--- src/rtl/s2mm_axi_writer_if.sv ---
// AXI4 write-channel bundle (AW, W, B) used by s2mm_axi_writer.
// Modports:
//   master - the writer: drives AW/W payload and valids plus bready; receives the readies and B.
//   slave  - the memory side: the mirror image of master.
interface s2mm_axi_writer_if #(
  parameter int AXI_WIDTH      = 128,
  parameter int AXI_ADDR_WIDTH = 32,
  parameter int AXI_ID_WIDTH   = 6
);
  logic [AXI_ID_WIDTH-1:0]   awid;
  logic [AXI_ADDR_WIDTH-1:0] awaddr;
  logic [7:0]                awlen;
  logic [2:0]                awsize;
  logic [1:0]                awburst;
  logic                      awvalid;
  logic                      awready;
  logic [AXI_WIDTH-1:0]      wdata;
  logic [AXI_WIDTH/8-1:0]    wstrb;
  logic                      wlast;
  logic                      wvalid;
  logic                      wready;
  logic [1:0]                bresp;
  logic                      bvalid;
  logic                      bready;

  modport master (
    output awid, awaddr, awlen, awsize, awburst, awvalid,
    output wdata, wstrb, wlast, wvalid, bready,
    input  awready, wready, bresp, bvalid
  );

  modport slave (
    input  awid, awaddr, awlen, awsize, awburst, awvalid,
    input  wdata, wstrb, wlast, wvalid, bready,
    output awready, wready, bresp, bvalid
  );
endinterface

--- src/rtl/s2mm_axi_writer.sv ---
// Buffers single-word writes from a simple S2MM port and issues each as a single-beat
// AXI4 write, one transaction outstanding at a time, in strict arrival order.
// Ports:
//   clk, rstn           - clock (rising edge), asynchronous active-low reset
//   s2mm_wen/addr/data/strb - write strobe, word address, data and byte enables (no backpressure)
//   m_axi               - AXI4 AW/W/B master (s2mm_axi_writer_if.master)
//   clr_flags           - synchronous clear of the sticky flags
//   busy                - FIFO non-empty or a transaction in progress
//   overflow, resp_err  - sticky: a write was dropped / a non-OKAY BRESP arrived
//   err_count           - saturating count of non-OKAY BRESPs; present only when
//                         S2MM_AXI_WRITER_ERR_CNT_EN is defined
module s2mm_axi_writer #(
  parameter int AXI_WIDTH      = 128,
  parameter int AXI_ADDR_WIDTH = 32,
  parameter int AXI_ID_WIDTH   = 6,
  parameter int FIFO_DEPTH     = 8
) (
  input  logic                                            clk,
  input  logic                                            rstn,
  input  logic                                            s2mm_wen,
  input  logic [AXI_ADDR_WIDTH-($clog2(AXI_WIDTH)-3)-1:0] s2mm_addr,
  input  logic [AXI_WIDTH-1:0]                            s2mm_data,
  input  logic [AXI_WIDTH/8-1:0]                          s2mm_strb,
  s2mm_axi_writer_if.master                               m_axi,
  input  logic                                            clr_flags,
  output logic                                            busy,
  output logic                                            overflow,
  output logic                                            resp_err
`ifdef S2MM_AXI_WRITER_ERR_CNT_EN
  ,
  output logic [15:0]                                     err_count
`endif
);

  localparam int LSB = $clog2(AXI_WIDTH) - 3;
  localparam int AW  = AXI_ADDR_WIDTH - LSB;
  localparam int SW  = AXI_WIDTH / 8;
  localparam int PW  = $clog2(FIFO_DEPTH);

  typedef enum logic [1:0] {StIdle, StIssue, StResp} state_e;

  state_e                    state_q;
  logic [AW-1:0]             addr_mem [FIFO_DEPTH];
  logic [AXI_WIDTH-1:0]      data_mem [FIFO_DEPTH];
  logic [SW-1:0]             strb_mem [FIFO_DEPTH];
  // One extra pointer bit distinguishes full from empty.
  logic [PW:0]               wr_ptr_q, rd_ptr_q;
  logic                      empty, full, pop, push, ovf_evt, err_evt;
  logic [AXI_ADDR_WIDTH-1:0] awaddr_q;
  logic [AXI_WIDTH-1:0]      wdata_q;
  logic [SW-1:0]             wstrb_q;
  logic                      awvalid_q, wvalid_q, bready_q;
  logic                      overflow_q, resp_err_q;

  assign empty = (wr_ptr_q == rd_ptr_q);
  assign full  = (wr_ptr_q[PW] != rd_ptr_q[PW]) && (wr_ptr_q[PW-1:0] == rd_ptr_q[PW-1:0]);
  assign pop   = (state_q == StIdle) && !empty;
  // A pop in the same cycle frees the slot the push lands in.
  assign push    = s2mm_wen && (!full || pop);
  assign ovf_evt = s2mm_wen && full && !pop;
  assign err_evt = m_axi.bvalid && bready_q && (m_axi.bresp != 2'b00);

  // Storage needs no reset: the pointers alone define its contents.
  always_ff @(posedge clk) begin
    if (push) begin
      addr_mem[wr_ptr_q[PW-1:0]] <= s2mm_addr;
      data_mem[wr_ptr_q[PW-1:0]] <= s2mm_data;
      strb_mem[wr_ptr_q[PW-1:0]] <= s2mm_strb;
    end
  end

  always_ff @(posedge clk or negedge rstn) begin
    if (!rstn) begin
      wr_ptr_q <= '0;
      rd_ptr_q <= '0;
    end else begin
      if (push) wr_ptr_q <= wr_ptr_q + 1'b1;
      if (pop)  rd_ptr_q <= rd_ptr_q + 1'b1;
    end
  end

  always_ff @(posedge clk or negedge rstn) begin
    if (!rstn) begin
      state_q   <= StIdle;
      awaddr_q  <= '0;
      wdata_q   <= '0;
      wstrb_q   <= '0;
      awvalid_q <= 1'b0;
      wvalid_q  <= 1'b0;
      bready_q  <= 1'b0;
    end else begin
      unique case (state_q)
        StIdle: begin
          if (pop) begin
            awaddr_q  <= {addr_mem[rd_ptr_q[PW-1:0]], {LSB{1'b0}}};
            wdata_q   <= data_mem[rd_ptr_q[PW-1:0]];
            wstrb_q   <= strb_mem[rd_ptr_q[PW-1:0]];
            awvalid_q <= 1'b1;
            wvalid_q  <= 1'b1;
            state_q   <= StIssue;
          end
        end
        StIssue: begin
          if (awvalid_q && m_axi.awready) awvalid_q <= 1'b0;
          if (wvalid_q && m_axi.wready)   wvalid_q  <= 1'b0;
          // Both channels done once each is either already idle or handshaking now.
          if ((!awvalid_q || m_axi.awready) && (!wvalid_q || m_axi.wready)) begin
            bready_q <= 1'b1;
            state_q  <= StResp;
          end
        end
        StResp: begin
          if (m_axi.bvalid) begin
            bready_q <= 1'b0;
            state_q  <= StIdle;
          end
        end
        default: state_q <= StIdle;
      endcase
    end
  end

  // Flags: a coincident event beats clr_flags.
  always_ff @(posedge clk or negedge rstn) begin
    if (!rstn) begin
      overflow_q <= 1'b0;
      resp_err_q <= 1'b0;
    end else begin
      if (ovf_evt)        overflow_q <= 1'b1;
      else if (clr_flags) overflow_q <= 1'b0;
      if (err_evt)        resp_err_q <= 1'b1;
      else if (clr_flags) resp_err_q <= 1'b0;
    end
  end

`ifdef S2MM_AXI_WRITER_ERR_CNT_EN
  logic [15:0] err_count_q, err_count_base;

  assign err_count_base = clr_flags ? 16'h0000 : err_count_q;

  always_ff @(posedge clk or negedge rstn) begin
    if (!rstn) begin
      err_count_q <= 16'h0000;
    end else if (err_evt && (err_count_base != 16'hFFFF)) begin
      err_count_q <= err_count_base + 16'h0001;
    end else begin
      err_count_q <= err_count_base;
    end
  end

  assign err_count = err_count_q;
`endif

  assign m_axi.awid    = {AXI_ID_WIDTH{1'b0}};
  assign m_axi.awaddr  = awaddr_q;
  assign m_axi.awlen   = 8'd0;
  assign m_axi.awsize  = 3'(LSB);
  assign m_axi.awburst = 2'b01;
  assign m_axi.awvalid = awvalid_q;
  assign m_axi.wdata   = wdata_q;
  assign m_axi.wstrb   = wstrb_q;
  assign m_axi.wlast   = 1'b1;
  assign m_axi.wvalid  = wvalid_q;
  assign m_axi.bready  = bready_q;

  assign busy     = !empty || (state_q != StIdle);
  assign overflow = overflow_q;
  assign resp_err = resp_err_q;

endmodule

--- src/flat_wrapper.sv ---
// flat-port wrapper written by rule: the top's interface ports become plain ports
module s2mm_axi_writer_flat 
#(
  parameter int AXI_WIDTH      = 128,
  parameter int AXI_ADDR_WIDTH = 32,
  parameter int AXI_ID_WIDTH   = 6,
  parameter int FIFO_DEPTH     = 8
)
  (clk, rstn, s2mm_wen, s2mm_addr, s2mm_data, s2mm_strb, clr_flags, busy, overflow, resp_err, m_axi_awid, m_axi_awaddr, m_axi_awlen, m_axi_awsize, m_axi_awburst, m_axi_awvalid, m_axi_wdata, m_axi_wstrb, m_axi_wlast, m_axi_wvalid, m_axi_bready, m_axi_awready, m_axi_wready, m_axi_bresp, m_axi_bvalid);
  s2mm_axi_writer_if #(.AXI_WIDTH(AXI_WIDTH), .AXI_ADDR_WIDTH(AXI_ADDR_WIDTH), .AXI_ID_WIDTH(AXI_ID_WIDTH)) m_axi_i ();
  input  logic clk;
  input  logic rstn;
  input  logic s2mm_wen;
  input  logic [AXI_ADDR_WIDTH-($clog2(AXI_WIDTH)-3)-1:0] s2mm_addr;
  input  logic [AXI_WIDTH-1:0] s2mm_data;
  input  logic [AXI_WIDTH/8-1:0] s2mm_strb;
  input  logic clr_flags;
  output logic busy;
  output logic overflow;
  output logic resp_err;
  output wire logic [$bits(m_axi_i.awid)-1:0] m_axi_awid;
  output wire logic [$bits(m_axi_i.awaddr)-1:0] m_axi_awaddr;
  output wire logic [$bits(m_axi_i.awlen)-1:0] m_axi_awlen;
  output wire logic [$bits(m_axi_i.awsize)-1:0] m_axi_awsize;
  output wire logic [$bits(m_axi_i.awburst)-1:0] m_axi_awburst;
  output wire logic [$bits(m_axi_i.awvalid)-1:0] m_axi_awvalid;
  output wire logic [$bits(m_axi_i.wdata)-1:0] m_axi_wdata;
  output wire logic [$bits(m_axi_i.wstrb)-1:0] m_axi_wstrb;
  output wire logic [$bits(m_axi_i.wlast)-1:0] m_axi_wlast;
  output wire logic [$bits(m_axi_i.wvalid)-1:0] m_axi_wvalid;
  output wire logic [$bits(m_axi_i.bready)-1:0] m_axi_bready;
  input wire logic [$bits(m_axi_i.awready)-1:0] m_axi_awready;
  input wire logic [$bits(m_axi_i.wready)-1:0] m_axi_wready;
  input wire logic [$bits(m_axi_i.bresp)-1:0] m_axi_bresp;
  input wire logic [$bits(m_axi_i.bvalid)-1:0] m_axi_bvalid;
  assign m_axi_awid = m_axi_i.awid;
  assign m_axi_awaddr = m_axi_i.awaddr;
  assign m_axi_awlen = m_axi_i.awlen;
  assign m_axi_awsize = m_axi_i.awsize;
  assign m_axi_awburst = m_axi_i.awburst;
  assign m_axi_awvalid = m_axi_i.awvalid;
  assign m_axi_wdata = m_axi_i.wdata;
  assign m_axi_wstrb = m_axi_i.wstrb;
  assign m_axi_wlast = m_axi_i.wlast;
  assign m_axi_wvalid = m_axi_i.wvalid;
  assign m_axi_bready = m_axi_i.bready;
  assign m_axi_i.awready = m_axi_awready;
  assign m_axi_i.wready = m_axi_wready;
  assign m_axi_i.bresp = m_axi_bresp;
  assign m_axi_i.bvalid = m_axi_bvalid;
  s2mm_axi_writer #(.AXI_WIDTH(AXI_WIDTH), .AXI_ADDR_WIDTH(AXI_ADDR_WIDTH), .AXI_ID_WIDTH(AXI_ID_WIDTH), .FIFO_DEPTH(FIFO_DEPTH)) u_core (.clk(clk), .rstn(rstn), .s2mm_wen(s2mm_wen), .s2mm_addr(s2mm_addr), .s2mm_data(s2mm_data), .s2mm_strb(s2mm_strb), .m_axi(m_axi_i), .clr_flags(clr_flags), .busy(busy), .overflow(overflow), .resp_err(resp_err));
endmodule
--- config.mk ---
export PLATFORM = sky130hd
export DESIGN_NAME = s2mm_axi_writer_flat
export DESIGN_NICKNAME = d
export VERILOG_FILES = /design/src/rtl/s2mm_axi_writer_if.sv /design/src/rtl/s2mm_axi_writer.sv /design/src/flat_wrapper.sv
export SDC_FILE = /design/constraint.sdc
export NUM_CORES = 2
export LEC_CHECK = 0
export CORE_ASPECT_RATIO = 0.6
export CORE_MARGIN = 5
export CORE_UTILIZATION = 53
export DETAILED_ROUTE_END_ITERATION = 8
export HOLD_SLACK_MARGIN = 0.06
export PLACE_DENSITY = 0.85
export REMOVE_ABC_BUFFERS = 1
export SLEW_MARGIN = 20
export SYNTH_ARGS = -nofsm -noshare
export SYNTH_HDL_FRONTEND = slang
export SYNTH_SLANG_ARGS = --single-unit
--- constraint.sdc ---
create_clock -name clk -period 19.1 [get_ports clk]
set_input_delay 2.865 -clock clk [delete_from_list [all_inputs] [get_ports clk]]
set_output_delay 2.865 -clock clk [all_outputs]
set_load 0.05 [all_outputs]
==> flow_summary.json <==
{
  "final_cells": 4628,
  "yosys_warnings": 0,
  "dieArea_um2": 117000,
  "ctsHoldBuffers": 0,
  "min-delay-start": "u_core.m_axi.wdata[84]$_DFFE_PN0P_",
  "drive_gt1_share_pct": 18.9,
  "area_delta_synth_final_pct": 16.4,
  "clock_latency_ns": 0.76,
  "whs_path_depth": 2,
  "crit_family": "flip-flops",
  "post-cts-setup-buffers": 0,
  "vias": 27588,
  "slowest_stage": "dfrtp_4",
  "wl_mm": 126,
  "max_freq_mhz": 148,
  "dp_hpwl_mm": 69.6,
  "synth-edff-count": 1376,
  "synth_cells": 2652,
  "peakVddDrop_v": 0.000119,
  "fp.coreArea_um2": 109000,
  "rr_endpoint": "u_core.data_mem[5][14]$_DFFE_PP_",
  "fin_crit_ns": 6.74,
  "path_clk_slew_ns": 0.07,
  "start_kind": "flop",
  "place_ws_ns": 12.39,
  "outcome": "complete, no violations",
  "crit_buf_inv": 1,
  "ys_top_cells_by_count": "edfxtp_1, mux4_2, dfrtp_1",
  "fill_cells": 7137,
  "critPathRequiredTime_ns": 16.23,
  "dp.cells": 4353,
  "max-slew-margin-rel_pct": 28.4,
  "cts_buffers": 137,
  "yosys.area.top_type": "edfxtp_1",
  "die_w_um": 438,
  "path_cells": "xor2_1 > nor3_1 > nand3_1 > clkdlybuf4s50_1",
  "reg2reg_from": "u_core.rd_ptr_q[1]$_DFFE_PN0P_",
  "p_per_area_nw_per_um2": 165,
  "hold_class": "flop to flop",
  "drc_errors": 0,
  "min_to": "u_core.m_axi.wdata[84]$_DFFE_PN0P_",
  "antenna_found_initial": 25,
  "drtPass1Iterations": 7,
  "worstPathMaxFanout": 66,
  "io_buffers": 358,
  "rsz0062_at_grt": "false",
  "die_y_um": 267,
  "pin_count": 383,
  "grt_max_degree": 154,
  "cts_root_buf": "clkbuf_16",
  "r2r_slack_ns": 14.23,
  "htree_levels": 4,
  "critPathKind": "flop to output port",
  "netlist_area_um2": 58300,
  "synth-main-ff-cell": "edfxtp_1",
  "ff2ff_path_depth": 6,
  "final.setup_skew_ns": 0.0285,
  "grt_pass1_wl_mm": 189,
  "cts_sinks": 1563,
  "yosysMostFrequentCell": "edfxtp_1",
  "start_util_pct": 53.3,
  "synth_area_per_cell_um2": 22.0,
  "synth_seq_cells": 1563,
  "gp_congestion": 0.732,
  "max_stage_delay_ns": 1.06,
  "maxCapViolations": 0,
  "first_global_vias": 28817,
  "ys_async_sr_fraction_pct": 12.0,
  "netlist.area_leader.share_pct": 70.9,
  "grt_usage_pct": 21.8,
  "ys_top_cells_by_area": "edfxtp_1, mux4_2, dfrtp_1, mux2i_1, nand2_1",
  "period_share_pct": 35.3,
  "ant_nets": 0,
  "cp.arrival_ns": 3.87,
  "layout.nets": 3236,
  "clk_path_buf_depth": 3,
  "std_cell_rows": 94,
  "seq_area_frac_synth_pct": 78.9,
  "p_leak_nw": 22.5,
  "netlist-cell-type-count": 37,
  "hold_viol_final": 0,
  "endpoint_kind": "output port",
  "cts_tree": "done",
  "wl_per_cell_um": 27.3,
  "setup_ws_ns": 12.36,
  "setup_violations": 0,
  "viasPerCell": 5.96,
  "cts_repair_resize_count": 0,
  "finalMaxSlewViolations": 0,
  "drt_iter0_markers": 2897,
  "max_slew.worst_pin.slew_ns": 1.07,
  "grt_overflow": 0
}
## metrics by stage
step | setup TNS (ns) | utilization [%] | instance area (um^2) | hold WS (ns) | total power, mW
floorplan | -8189.93 | - | 57500 | 0.498 | 8.34
global placement | 0 | 57.9 | 63300 | 0.460 | 8.38
detailed placement | 0 | 57.9 | 63300 | 0.470 | 8.49
CTS | 0 | 62.0 | 67800 | 0.484 | 11.3
global route | 0 | 62.0 | 67800 | 0.507 | 11.7
finish | 0 | 62.0 | 67900 | 0.475 | 11.2
## sequential cells by signal, indices dropped and copies added (netlist names), 2 cells and up
signal / count
u_core.addr_mem: 224
u_core.data_mem: 1024
u_core.m_axi.awaddr: 28
u_core.m_axi.wdata: 128
u_core.m_axi.wstrb: 16
u_core.rd_ptr_q: 4
u_core.state_q: 2
u_core.strb_mem: 128
u_core.wr_ptr_q: 4
## logic make-up after synthesis
logic type | count (synthesis) | synth area share, %
flops | 1563 | 78.9
mux | 517 | 16.3
buf+inv | 168 | 1.55
compound gates | 188 | 1.71
xor+xnor | 11 | 0.165
simple gates | 201 | 1.34
other cells | 2 | 0.0129
fa+ha+maj | 2 | 0.0429
## per-layer routing
layer	part of all wire, %	vias to the layer above	track usage [%]
li1	-	11594	-
met1	41	14516	31.1
met2	49	1261	34.3
met3	8.3	201	4.80
met4	2.5	16	7.12
met5	0.085	-	0
## cell usage in the layout (no fill, tap or decap), types with 8 or more instances in the layout
cell type and instances:
o21ai_1 103, buf_4 39, dfrtp_1 184, o21ai_0 72, clkbuf_16 139, edfxtp_1 1376, clkinv_1 19, clkbuf_1 40
mux4_2 344, bufinv_16 10, diode_2 21, nand2_1 181, clkinv_2 17, mux2i_1 172, conb_1 24, clkbuf_8 8
clkdlybuf4s50_1 357
## worst register-to-register path, cell delays in order, from the launching register on
cell	delay [ns]
dfrtp_4	1.06
xor2_1	0.46
or3_1	0.23
o211ai_1	0.25
nor2_4	0.64
buf_4	0.95
buf_4	0.83
## cell type report
class | instances | area (um^2) | share of cell area [%]
Inverter | 5 | 18.8 | 0.0277
Clock inverter | 66 | 712 | 1.05
Tap cell | 1440 | 1800 | 2.65
Multi-Input combinational cell | 943 | 11500 | 17.0
Sequential cell | 1563 | 46000 | 67.8
Timing Repair Buffer | 403 | 4010 | 5.91
Clock buffer | 187 | 3740 | 5.51
Antenna cell | 21 | 52.6 | 0.0774
## worst max-delay path by stage
stage / startpoint / end / slack [ns] / cells after the start
3_3_place_gp: s2mm_wen / u_core.data_mem[5][3]$_DFFE_PP_ / 12.52 / 5
5_1_grt: u_core.rd_ptr_q[1]$_DFFE_PN0P_ / busy / 12.17 / 4
4_1_cts: u_core.rd_ptr_q[1]$_DFFE_PN0P_ / busy / 12.29 / 4
6_report: u_core.rd_ptr_q[1]$_DFFE_PN0P_ / busy / 12.36 / 4
2_1_floorplan: u_core.rd_ptr_q[0]$_DFFE_PN0P_ / u_core.addr_mem[0][0]$_DFFE_PP_ / -11.21 / 4
3_5_place_dp: s2mm_wen / u_core.data_mem[5][106]$_DFFE_PP_ / 12.39 / 5
## report_power, final
part	switching, mW	internal [mW]
sequential	0.296	4.42
combinational	2.28	1.43
clock	1.22	1.52
Power figures use the tool's default switching activity.
